### src/rtl/score_display_unit_if.sv
`default_nettype none
// ============================================================================
//  Module      : score_display_unit_if
//  Description : Game-state / score bus between the game datapath and the
//                score display unit (BCD, segment and anchor outputs).
//  Revision    : 1.0 - initial release
// ============================================================================
interface score_display_unit_if #(
    parameter int BIN_WIDTH = 32,
    parameter int DIGITS    = 6
);
    logic [3:0]           game_state;
    logic [BIN_WIDTH-1:0] score_count;
    logic [4*DIGITS-1:0]  score_BCD;
    logic [4*DIGITS-1:0]  hiscore_BCD;
    logic                 bcd_valid;
    logic                 overflow;
    logic                 new_hiscore;
    logic [7*DIGITS-1:0]  seven_seg;
    logic [9:0]           scoreX;
    logic [8:0]           scoreY;

    // Game logic side
    modport master (
        output game_state, score_count,
        input  score_BCD, hiscore_BCD, bcd_valid, overflow, new_hiscore,
               seven_seg, scoreX, scoreY
    );

    // Display unit side
    modport slave (
        input  game_state, score_count,
        output score_BCD, hiscore_BCD, bcd_valid, overflow, new_hiscore,
               seven_seg, scoreX, scoreY
    );
endinterface
`default_nettype wire

### src/rtl/score_display_unit.sv
`default_nettype none
// ============================================================================
//  Module      : score_display_unit
//  Description : Score / high-score tracker with a shared round-robin
//                double-dabble BCD converter, active-low seven-segment
//                driver (leading-zero blanking, pause blink) and score
//                anchor coordinates.
//  Revision    : 1.0 - initial release
// ============================================================================
module score_display_unit #(
    parameter int         BIN_WIDTH  = 32,
    parameter int         DIGITS     = 6,
    parameter int         BLINK_LOG2 = 25,
    parameter logic [9:0] X_GAME     = 10'd560,
    parameter logic [8:0] Y_GAME     = 9'd16,
    parameter logic [9:0] X_END      = 10'd272,
    parameter logic [8:0] Y_END      = 9'd232
) (
    input  wire logic          clk,
    input  wire logic          rst,
    score_display_unit_if.slave bus
);
    localparam logic [3:0] c_start = 4'b0001;
    localparam logic [3:0] c_game  = 4'b0010;
    localparam logic [3:0] c_pause = 4'b0100;
    localparam logic [3:0] c_end   = 4'b1000;

    // Internal BCD register: enough digits for any BIN_WIDTH operand, never
    // fewer than DIGITS, plus one spare so saturation detection always has
    // at least one digit above the displayed ones.
    localparam int c_bcd_nat    = (BIN_WIDTH * 30103) / 100000 + 1;
    localparam int c_bcd_digits = ((c_bcd_nat > DIGITS) ? c_bcd_nat : DIGITS) + 1;
    localparam int c_bcd_w      = 4 * c_bcd_digits;
    localparam int c_cnt_w      = $clog2(BIN_WIDTH + 1);
    localparam int c_blink_w    = BLINK_LOG2 + 1;

    typedef enum logic [1:0] {
        CV_IDLE  = 2'd0,
        CV_LOAD  = 2'd1,
        CV_SHIFT = 2'd2,
        CV_DONE  = 2'd3
    } cv_state_e;

    logic [3:0]           prev_q, prev_d;
    logic [BIN_WIDTH-1:0] score_q, score_d;
    logic [BIN_WIDTH-1:0] hiscore_q, hiscore_d;
    logic                 new_hi_q, new_hi_d;
    logic [9:0]           x_q, x_d;
    logic [8:0]           y_q, y_d;
    cv_state_e            cv_q, cv_d;
    logic                 sel_q, sel_d;       // 0: score operand, 1: hiscore
    logic [BIN_WIDTH-1:0] opnd_q, opnd_d;
    logic [c_bcd_w-1:0]   sh_q, sh_d;
    logic [c_cnt_w-1:0]   cnt_q, cnt_d;
    logic [4*DIGITS-1:0]  score_bcd_q, score_bcd_d;
    logic [4*DIGITS-1:0]  hi_bcd_q, hi_bcd_d;
    logic                 valid_q, valid_d;
    logic                 ovf_q, ovf_d;
    logic [c_blink_w-1:0] blink_q, blink_d;
    logic [7*DIGITS-1:0]  seg_q, seg_d;

    logic                 w_onehot;
    logic [c_bcd_w-1:0]   w_adj;
    logic                 w_sat;
    logic [4*DIGITS-1:0]  w_result;
    logic [4*DIGITS-1:0]  w_src;
    logic                 w_blank_all;
    logic                 w_nz;

    function automatic logic [6:0] seg_encode(input logic [3:0] d);
        case (d)
            4'd0:    seg_encode = 7'h40;
            4'd1:    seg_encode = 7'h79;
            4'd2:    seg_encode = 7'h24;
            4'd3:    seg_encode = 7'h30;
            4'd4:    seg_encode = 7'h19;
            4'd5:    seg_encode = 7'h12;
            4'd6:    seg_encode = 7'h02;
            4'd7:    seg_encode = 7'h78;
            4'd8:    seg_encode = 7'h00;
            4'd9:    seg_encode = 7'h10;
            default: seg_encode = 7'h7F;
        endcase
    endfunction

    // Game-state tracking: score, high score, edge detect and anchor position
    always_comb begin
        prev_d    = prev_q;
        score_d   = score_q;
        hiscore_d = hiscore_q;
        new_hi_d  = new_hi_q;
        x_d       = x_q;
        y_d       = y_q;
        w_onehot  = (bus.game_state == c_start) || (bus.game_state == c_game) ||
                    (bus.game_state == c_pause) || (bus.game_state == c_end);
        if (w_onehot) begin
            prev_d = bus.game_state;
            if (bus.game_state == c_game) begin
                score_d = (prev_q == c_start) ? '0 : bus.score_count;
            end
            if (bus.game_state == c_end) begin
                if (prev_q != c_end) begin
                    new_hi_d = (score_q > hiscore_q);
                    if (score_q > hiscore_q) begin
                        hiscore_d = score_q;
                    end
                end
            end else begin
                new_hi_d = 1'b0;
            end
            x_d = (bus.game_state == c_end) ? X_END : X_GAME;
            y_d = (bus.game_state == c_end) ? Y_END : Y_GAME;
        end
    end

    // Double-dabble correction: add 3 to every BCD digit that is 5 or more
    always_comb begin
        w_adj = sh_q;
        for (int i = 0; i < c_bcd_digits; i++) begin
            if (sh_q[4*i +: 4] >= 4'd5) begin
                w_adj[4*i +: 4] = sh_q[4*i +: 4] + 4'd3;
            end
        end
    end

    // Round-robin converter: alternates score and hiscore, writes result in DONE
    always_comb begin
        cv_d        = cv_q;
        sel_d       = sel_q;
        opnd_d      = opnd_q;
        sh_d        = sh_q;
        cnt_d       = cnt_q;
        score_bcd_d = score_bcd_q;
        hi_bcd_d    = hi_bcd_q;
        valid_d     = valid_q;
        ovf_d       = ovf_q;
        w_sat       = |sh_q[c_bcd_w-1:4*DIGITS];
        w_result    = w_sat ? {DIGITS{4'h9}} : sh_q[4*DIGITS-1:0];
        case (cv_q)
            CV_IDLE: begin
                cv_d = CV_LOAD;
            end
            CV_LOAD: begin
                opnd_d = sel_q ? hiscore_q : score_q;
                sh_d   = '0;
                cnt_d  = '0;
                cv_d   = CV_SHIFT;
            end
            CV_SHIFT: begin
                sh_d   = c_bcd_w'({w_adj, opnd_q[BIN_WIDTH-1]});
                opnd_d = opnd_q << 1;
                cnt_d  = cnt_q + 1'b1;
                if (cnt_q == c_cnt_w'(BIN_WIDTH - 1)) begin
                    cv_d = CV_DONE;
                end
            end
            default: begin
                if (sel_q) begin
                    hi_bcd_d = w_result;
                    valid_d  = 1'b1;
                end else begin
                    score_bcd_d = w_result;
                    ovf_d       = w_sat;
                end
                sel_d = ~sel_q;
                cv_d  = CV_IDLE;
            end
        endcase
    end

    // Segment drive: source select, leading-zero blanking, blink and gating
    always_comb begin
        blink_d     = blink_q + 1'b1;
        w_src       = (bus.game_state == c_start) ? hi_bcd_q : score_bcd_q;
        w_blank_all = !valid_q || ((bus.game_state == c_pause) && blink_q[c_blink_w-1]);
        w_nz        = 1'b0;
        seg_d       = '1;
        for (int i = DIGITS - 1; i >= 0; i--) begin
            w_nz = w_nz | (w_src[4*i +: 4] != 4'd0);
            if (!w_blank_all && (w_nz || (i == 0))) begin
                seg_d[7*i +: 7] = seg_encode(w_src[4*i +: 4]);
            end
        end
    end

    // State registers with synchronous reset
    always_ff @(posedge clk) begin
        if (rst) begin
            prev_q      <= c_start;
            score_q     <= '0;
            hiscore_q   <= '0;
            new_hi_q    <= 1'b0;
            x_q         <= X_GAME;
            y_q         <= Y_GAME;
            cv_q        <= CV_IDLE;
            sel_q       <= 1'b0;
            opnd_q      <= '0;
            sh_q        <= '0;
            cnt_q       <= '0;
            score_bcd_q <= '0;
            hi_bcd_q    <= '0;
            valid_q     <= 1'b0;
            ovf_q       <= 1'b0;
            blink_q     <= '0;
            seg_q       <= '1;
        end else begin
            prev_q      <= prev_d;
            score_q     <= score_d;
            hiscore_q   <= hiscore_d;
            new_hi_q    <= new_hi_d;
            x_q         <= x_d;
            y_q         <= y_d;
            cv_q        <= cv_d;
            sel_q       <= sel_d;
            opnd_q      <= opnd_d;
            sh_q        <= sh_d;
            cnt_q       <= cnt_d;
            score_bcd_q <= score_bcd_d;
            hi_bcd_q    <= hi_bcd_d;
            valid_q     <= valid_d;
            ovf_q       <= ovf_d;
            blink_q     <= blink_d;
            seg_q       <= seg_d;
        end
    end

    assign bus.score_BCD   = score_bcd_q;
    assign bus.hiscore_BCD = hi_bcd_q;
    assign bus.bcd_valid   = valid_q;
    assign bus.overflow    = ovf_q;
    assign bus.new_hiscore = new_hi_q;
    assign bus.seven_seg   = seg_q;
    assign bus.scoreX      = x_q;
    assign bus.scoreY      = y_q;
endmodule
`default_nettype wire

### src/flat_wrapper.sv
// flat-port wrapper written by rule: the top's interface ports become plain ports
module score_display_unit_flat 
#(
    parameter int         BIN_WIDTH  = 32,
    parameter int         DIGITS     = 6,
    parameter int         BLINK_LOG2 = 25,
    parameter logic [9:0] X_GAME     = 10'd560,
    parameter logic [8:0] Y_GAME     = 9'd16,
    parameter logic [9:0] X_END      = 10'd272,
    parameter logic [8:0] Y_END      = 9'd232
)
  (clk, rst, bus_game_state, bus_score_count, bus_score_BCD, bus_hiscore_BCD, bus_bcd_valid, bus_overflow, bus_new_hiscore, bus_seven_seg, bus_scoreX, bus_scoreY);
  score_display_unit_if #(.BIN_WIDTH(BIN_WIDTH), .DIGITS(DIGITS)) bus_i ();
  input  wire logic clk;
  input  wire logic rst;
  input wire logic [$bits(bus_i.game_state)-1:0] bus_game_state;
  input wire logic [$bits(bus_i.score_count)-1:0] bus_score_count;
  output wire logic [$bits(bus_i.score_BCD)-1:0] bus_score_BCD;
  output wire logic [$bits(bus_i.hiscore_BCD)-1:0] bus_hiscore_BCD;
  output wire logic [$bits(bus_i.bcd_valid)-1:0] bus_bcd_valid;
  output wire logic [$bits(bus_i.overflow)-1:0] bus_overflow;
  output wire logic [$bits(bus_i.new_hiscore)-1:0] bus_new_hiscore;
  output wire logic [$bits(bus_i.seven_seg)-1:0] bus_seven_seg;
  output wire logic [$bits(bus_i.scoreX)-1:0] bus_scoreX;
  output wire logic [$bits(bus_i.scoreY)-1:0] bus_scoreY;
  assign bus_i.game_state = bus_game_state;
  assign bus_i.score_count = bus_score_count;
  assign bus_score_BCD = bus_i.score_BCD;
  assign bus_hiscore_BCD = bus_i.hiscore_BCD;
  assign bus_bcd_valid = bus_i.bcd_valid;
  assign bus_overflow = bus_i.overflow;
  assign bus_new_hiscore = bus_i.new_hiscore;
  assign bus_seven_seg = bus_i.seven_seg;
  assign bus_scoreX = bus_i.scoreX;
  assign bus_scoreY = bus_i.scoreY;
  score_display_unit #(.BIN_WIDTH(BIN_WIDTH), .DIGITS(DIGITS), .BLINK_LOG2(BLINK_LOG2), .X_GAME(X_GAME), .Y_GAME(Y_GAME), .X_END(X_END), .Y_END(Y_END)) u_core (.clk(clk), .rst(rst), .bus(bus_i));
endmodule
### config.mk
export PLATFORM = sky130hd
export DESIGN_NAME = score_display_unit_flat
export DESIGN_NICKNAME = d
export VERILOG_FILES = /design/src/rtl/score_display_unit_if.sv /design/src/rtl/score_display_unit.sv /design/src/flat_wrapper.sv
export SDC_FILE = /design/constraint.sdc
export NUM_CORES = 1
export LEC_CHECK = 0
export BUFFER_PORTS_ARGS = -buffer_cell sky130_fd_sc_hd__buf_2
export CAP_MARGIN = 10
export CORE_MARGIN = 2
export CORE_UTILIZATION = 59
export CTS_CLUSTER_SIZE = 28
export DETAILED_ROUTE_END_ITERATION = 12
export GPL_TIMING_DRIVEN = 0
export PLACE_DENSITY = 0.8
export SLEW_MARGIN = 10
export SYNTH_ARGS = -nofsm -noshare
export SYNTH_HDL_FRONTEND = slang
export SYNTH_SLANG_ARGS = --single-unit
### constraint.sdc
create_clock -name clk -period 3.2 [get_ports clk]
set_input_delay 0.64 -clock clk [delete_from_list [all_inputs] [get_ports clk]]
set_output_delay 0.64 -clock clk [all_outputs]
set_load 0.05 [all_outputs]
==> impl_metrics.py, run 1 <==
metrics = {
    "clock_tree": {
        "cts_buffer_depth": 3,
        "cts_made_buffers": 30,
        "cts.sinks": 274,
        "root_buffer": "clkbuf_16",
        "htree_num_levels": 1,
        "clk_latency_ps": 560,
        "cts_tree": "done",
        "postCtsSetupBuffers": 0,
        "hold_buffers": 0,
        "path_clk_slew_ps": 60,
        "postCtsResizedCells": 0,
    },
    "global_routing": {
        "grt_pass1_wl_mm": 53.1,
        "grt-ovfl-total": 0,
        "antenna_found_initial": 0,
        "grt_pass1_vias": 11100,
        "grt_max_degree": 16,
        "groute.usage.overall_pct": 26.5,
    },
    "floorplanning": {
        "ios": 150,
        "die_height_um": 156,
        "num_rows": 55,
        "design.core.area_mm2": 0.0227,
        "start_util_pct": 60.1,
        "die_w_um": 156,
        "die_area_mm2": 0.0244,
    },
    "routing": {
        "drc": 0,
        "first_pass_iters": 6,
        "via_per_inst": 5.67,
        "avgRoutedWirePerCell_um": 15.9,
        "drt_iter0_drc": 701,
        "routed-via-count": 11600,
        "drt-total-wl_mm": 32.6,
        "ant_nets": 0,
    },
    "placed_design": {
        "place_ws_ps": -504,
        "port_buffers": 138,
        "place_area_mm2": 0.0147,
        "dp_hpwl_mm": 23.6,
        "dpl.cell_count": 1994,
        "place.gp.congestion": 0.891,
    },
    "final_layout": {
        "antenna-diode-count": 0,
        "areaGrowthSynthToFinish_pct": 16.2,
        "nets": 1875,
        "drive_above_1_share_pct": 14.4,
        "nFillCells": 1801,
        "finalNonFillerCells": 2052,
        "final_area_mm2": 0.0159,
    },
    "yosys": {
        "synth_area_leaders": "dfxtp_1 (40%), mux2i_1 (9.0%), ha_1 (8.4%)",
        "yosys.area.top_type": "dfxtp_1",
        "yosysSeqAreaShare_pct": 40.2,
        "async_flop_share_pct": 0,
        "synthCells": 1562,
        "synth_area_mm2": 0.0137,
        "ys_types": 62,
        "yosysWarnings": 0,
        "synth_commonest_cells": "dfxtp_1 (274), nor2_1 (187), nand2_1 (142)",
        "synth_top_cell_area_share_pct": 40.2,
        "synth_flop_cell": "dfxtp_1",
        "synth.avg_cell_area_um2": 8.74,
        "synth_edf_count": 0,
        "yosysMostFrequentCell": "dfxtp_1",
        "synth_seq_cells": 274,
    },
    "sta": {
        "fin_skew_ps": 17.0,
        "rsz0062_at_grt": "false",
        "period_minus_slack_ps": 2870,
        "fin_tns_setup_ps": 0,
        "relSlewSlack_pct": 40.6,
        "fin_ws_ps": 326,
        "period_share_pct": 89.8,
        "clock.fmax_mhz": 348,
        "finalHoldViolCount": 0,
        "setup_viol": 0,
        "tightest_slew_ps": 891,
        "drv_slew": 0,
    },
    "setup_path": {
        "end_kind": "flop",
        "reg2reg_to": "u_core.hiscore_q[28]",
        "critPathRequiredTime_ps": 3680,
        "crit_path_max_fanout": 10,
        "r2r_cells": 8,
        "worstSetupPathType": "in -> reg",
        "crit_arrival_ps": 3360,
        "startpoint_type": "input port",
        "rrSetupSlack_ps": 330,
        "worstReg2RegStart": "u_core.hiscore_q[31]",
    },
    "run_status": {
        "status": "complete, no violations",
    },
    "worst_hold_path": {
        "holdCritStartpoint": "bus_score_count[25]",
        "hold_path.class": "in -> reg",
        "hold_end": "u_core.score_q[25]",
        "whs_path_depth": 3,
    },
    "power": {
        "power_mw": 9.15,
        "power.leakage_nw": 6.34,
        "ir_drop_mv": 0.507,
        "p_per_area_mw_per_mm2": 577,
    },
    "job": {
        "cap_violations": 0,
    },
}
critical path: stages:
cell     delay, ps
buf_2          120
nor4b_4        250
buf_4          200
buf_6          200
buf_12         180
mux2i_2        530
ha_1           380
a41oi_4        190
nor2_1         360
a21oi_2        170
o21ai_0        120
cells by family after synthesis:
group	Yosys count	share of synthesized area (%)
simple gates	514	17.5
mux	139	10.4
compound gates	315	14.5
fa+ha+maj	92	8.43
other cells	2	0.0550
xor+xnor	48	3.08
flops	274	40.2
buf+inv	178	5.77
state kept, by name, summed over array words and instances (netlist names), 2 cells and up:
name                    flops
u_core.sh_q                44
u_core.bus.seven_seg       42
u_core.hiscore_q           32
u_core.opnd_q              32
u_core.score_q             32
u_core.blink_q             26
u_core.bus.hiscore_BCD     24
u_core.bus.score_BCD       24
u_core.cnt_q                6
u_core.prev_q               4
u_core.bus.scoreX           2
u_core.cv_q                 2
power breakdown:
group / leakage, nW / switching [mW] / internal, mW
sequential: 2.21 / 0.0560 / 3.48
combinational: 3.58 / 1.29 / 0.568
clock: 0.548 / 1.40 / 2.36
how the worst max path moves through the flow:
stage,slack [ps],from,to,cells past startpoint
6_report,330,bus_game_state[2],u_core.bus.seven_seg[8],11
5_1_grt,200,bus_game_state[2],u_core.bus.seven_seg[17],11
3_3_place_gp,-510,bus_game_state[3],u_core.bus.seven_seg[17],10
3_5_place_dp,-500,bus_game_state[3],u_core.bus.seven_seg[19],10
2_1_floorplan,410,bus_game_state[3],u_core.bus.seven_seg[21],9
4_1_cts,40,bus_game_state[3],u_core.bus.seven_seg[8],10
placed cells by master, fill, tap and decap left out, types with 4 or more instances in the layout:
| master | n |
|---|---|
| inv_1 | 79 |
| clkinv_2 | 4 |
| clkbuf_1 | 69 |
| or3_1 | 9 |
| a21oi_1 | 79 |
| o31ai_1 | 12 |
| a22oi_1 | 54 |
| buf_4 | 22 |
| mux2i_1 | 123 |
| nand2_1 | 142 |
| nor4b_1 | 4 |
| clkbuf_8 | 11 |
| nand2b_1 | 81 |
| buf_6 | 4 |
| bufinv_16 | 5 |
| and3_1 | 4 |
| nand3_1 | 30 |
| mux2_2 | 13 |
| a21o_1 | 4 |
| buf_1 | 4 |
| nor3_1 | 14 |
| xnor2_1 | 21 |
| xor2_1 | 27 |
| nor2b_1 | 4 |
| buf_2 | 143 |
| ha_1 | 92 |
| a22o_1 | 14 |
| o21ai_0 | 104 |
| conb_1 | 11 |
| nor2_1 | 187 |
| nor4_1 | 4 |
| a211oi_1 | 14 |
| clkbuf_16 | 30 |
| a32oi_1 | 11 |
| nand4_1 | 16 |
| dfxtp_1 | 274 |
per-layer routing:
layer | GRT usage [%] | vias to the layer above | routed length [um]
met5 | 0 | - | 0
met4 | 11.3 | 0 | 1310
met3 | 3.69 | 84 | 2090
met2 | 46.8 | 407 | 15600
met1 | 32.2 | 5440 | 13600
li1 | - | 5714 | -
cell type report:
type                            count  area [um2]  area share (%)
Clock inverter                     11         195            1.23
Sequential cell                   274        5490            34.6
Tap cell                          285         357            2.25
Inverter                           79         297            1.87
Buffer                             99         492            3.10
Timing Repair Buffer              142         721            4.54
Multi-Input combinational cell   1119        7420            46.7
Clock buffer                       43         910            5.73
through the flow:
| stage | hold slack [ps] | utilization, % |
|---|---|---|
| CTS | 308 | 69.8 |
| detailed placement | 455 | 64.9 |
| finish | 324 | 69.9 |
| floorplan | 430 | - |
| global route | 322 | 69.9 |
| global placement | 446 | 64.9 |
No activity file was read; power rests on OpenSTA's default activity.
==> inputs of run 2 (changes only) <==
--- a/config.mk
+++ b/config.mk
@@ -13,6 +13,7 @@
 export DETAILED_ROUTE_END_ITERATION = 12
 export GPL_TIMING_DRIVEN = 0
 export PLACE_DENSITY = 0.8
+export RECOVER_POWER = 100
 export SLEW_MARGIN = 10
 export SYNTH_ARGS = -nofsm -noshare
 export SYNTH_HDL_FRONTEND = slang
==> run 2 against run 1 <==
Net effect: critical path depth unchanged; die area unchanged; worst hold slack better by 0.70 ps; critical endpoint unchanged; wire length up 0.25%; largest cell class unchanged.
==> impl_metrics.py, run 2 (synthesis gave the netlist of run 1 again) <==
metrics = {
    "run_status": {
        "status": "complete, no violations",
    },
    "sta": {
        "period_share_pct": 91.5,
        "fin_skew_ps": 17.0,
        "relSlewSlack_pct": 40.7,
        "fin_tns_setup_ps": 0,
        "period_minus_slack_ps": 2930,
        "clock.fmax_mhz": 341,
        "rsz0062_at_grt": "false",
        "drv_slew": 0,
        "finalHoldViolCount": 0,
        "setup_viol": 0,
        "tightest_slew_ps": 890,
        "holdWs_ps": 324,
    },
    "floorplanning": {
        "design.core.area_mm2": 0.0227,
        "ios": 150,
        "start_util_pct": 60.1,
        "die_height_um": 156,
        "num_rows": 55,
        "die_area_mm2": 0.0244,
        "die_w_um": 156,
    },
    "power": {
        "power_mw": 9.14,
        "p_per_area_mw_per_mm2": 582,
        "ir_drop_mv": 0.508,
        "power.leakage_nw": 6.01,
    },
    "setup_path": {
        "end_kind": "flop",
        "worstReg2RegStart": "u_core.hiscore_q[31]",
        "reg2reg_to": "u_core.hiscore_q[21]",
        "startpoint_type": "input port",
        "crit_path_max_fanout": 10,
        "worstSetupPathType": "in -> reg",
        "crit_arrival_ps": 3410,
        "critPathRequiredTime_ps": 3680,
        "r2r_cells": 8,
        "rrSetupSlack_ps": 340,
    },
    "final_layout": {
        "drive_above_1_share_pct": 8.09,
        "register_area_mm2": 0.00549,
        "top_register": "u_core.sh_q",
        "final_cell_mix": "dfxtp_1 (274), nor2_1 (187), clkbuf_1 (178)",
        "areaGrowthSynthToFinish_pct": 15.0,
        "finalNonFillerCells": 2052,
        "multiInputGateArea_mm2": 0.00739,
        "nFillCells": 1873,
        "final_util_pct": 69.2,
        "antenna-diode-count": 0,
        "largest_reg_flops": 44,
        "layout_commonest_cell": "dfxtp_1",
        "nets": 1875,
    },
    "routing": {
        "first_pass_iters": 7,
        "dr.max_layer_used": "met4",
        "drt_iter0_drc": 763,
        "ant_nets": 0,
        "routed-via-count": 11600,
        "dr_wl_met2_mm": 15.6,
        "dr_wl_met3_mm": 1.91,
        "avgRoutedWirePerCell_um": 15.9,
        "drt-total-wl_mm": 32.7,
        "drt-met1-wl_mm": 13.9,
        "drc": 0,
        "via_per_inst": 5.65,
    },
    "placed_design": {
        "dp_hpwl_mm": 23.6,
        "port_buffers": 138,
        "place.gp.congestion": 0.891,
        "dpl.cell_count": 1994,
    },
    "global_routing": {
        "grt_max_degree": 16,
        "grt_pass1_vias": 11100,
        "antenna_found_initial": 0,
        "grt_pass1_wl_mm": 53.1,
        "groute.usage.overall_pct": 26.5,
        "grt-ovfl-total": 0,
    },
    "job": {
        "cap_violations": 0,
    },
    "clock_tree": {
        "cts_made_buffers": 30,
        "clk_latency_ps": 560,
        "htree_num_levels": 1,
        "path_clk_slew_ps": 60,
        "root_buffer": "clkbuf_16",
        "hold_buffers": 0,
        "cts.sinks": 274,
        "cts_tree": "done",
        "cts_buffer_depth": 3,
    },
    "worst_hold_path": {
        "hold_end": "u_core.score_q[25]",
        "holdCritStartpoint": "bus_score_count[25]",
        "whs_path_depth": 3,
        "hold_path.class": "in -> reg",
    },
}
[run 2: worst max-delay path by stage]
stage,start,to,cells after the start
after global placement,bus_game_state[3],u_core.bus.seven_seg[17],10
after floorplan,bus_game_state[3],u_core.bus.seven_seg[21],9
after global routing,bus_game_state[2],u_core.bus.seven_seg[17],11
after CTS,bus_game_state[3],u_core.bus.seven_seg[8],10
final,bus_game_state[2],u_core.bus.seven_seg[8],11
after detailed placement,bus_game_state[3],u_core.bus.seven_seg[19],10
[run 2: worst max-delay path, cell delays in order]
cell,delay (ps)
clkbuf_1,90
nor4b_1,300
buf_4,220
buf_6,200
buf_12,180
mux2i_2,550
ha_1,390
a41oi_4,190
nor2_1,360
a21oi_2,170
o21ai_0,120
[run 2: repair_timing]
action / in CTS / in global routing
buffers inserted: 0 / 4
gates resized for setup: 0 / 0
setup endpoints to repair: 0 / 11
[run 2: metrics by stage]
step                setup slack [ps]  cell area, um2
finish                           271           15700
CTS                             39.7           15800
global placement                -508           14700
global route                     132           15700
floorplan                        413           13700
detailed placement              -504           14700
[run 2: metal layers]
metal,vias to the layer above,GRT usage (%)
met3,87,3.69
met4,0,11.3
met2,372,46.8
met1,5423,32.2
li1,5717,-
met5,-,0
[run 2: area by class of cell]
class	count	share of cell area [%]
Buffer	99	3.11
Clock buffer	43	5.79
Clock inverter	11	1.24
Inverter	79	1.89
Multi-Input combinational cell	1119	47.0
Sequential cell	274	34.9
Tap cell	285	2.27
Timing Repair Buffer	142	3.76
[run 2: power breakdown]
part	internal (mW)	switching, mW
sequential	3.48	0.0571
combinational	0.556	1.29
clock	2.36	1.40
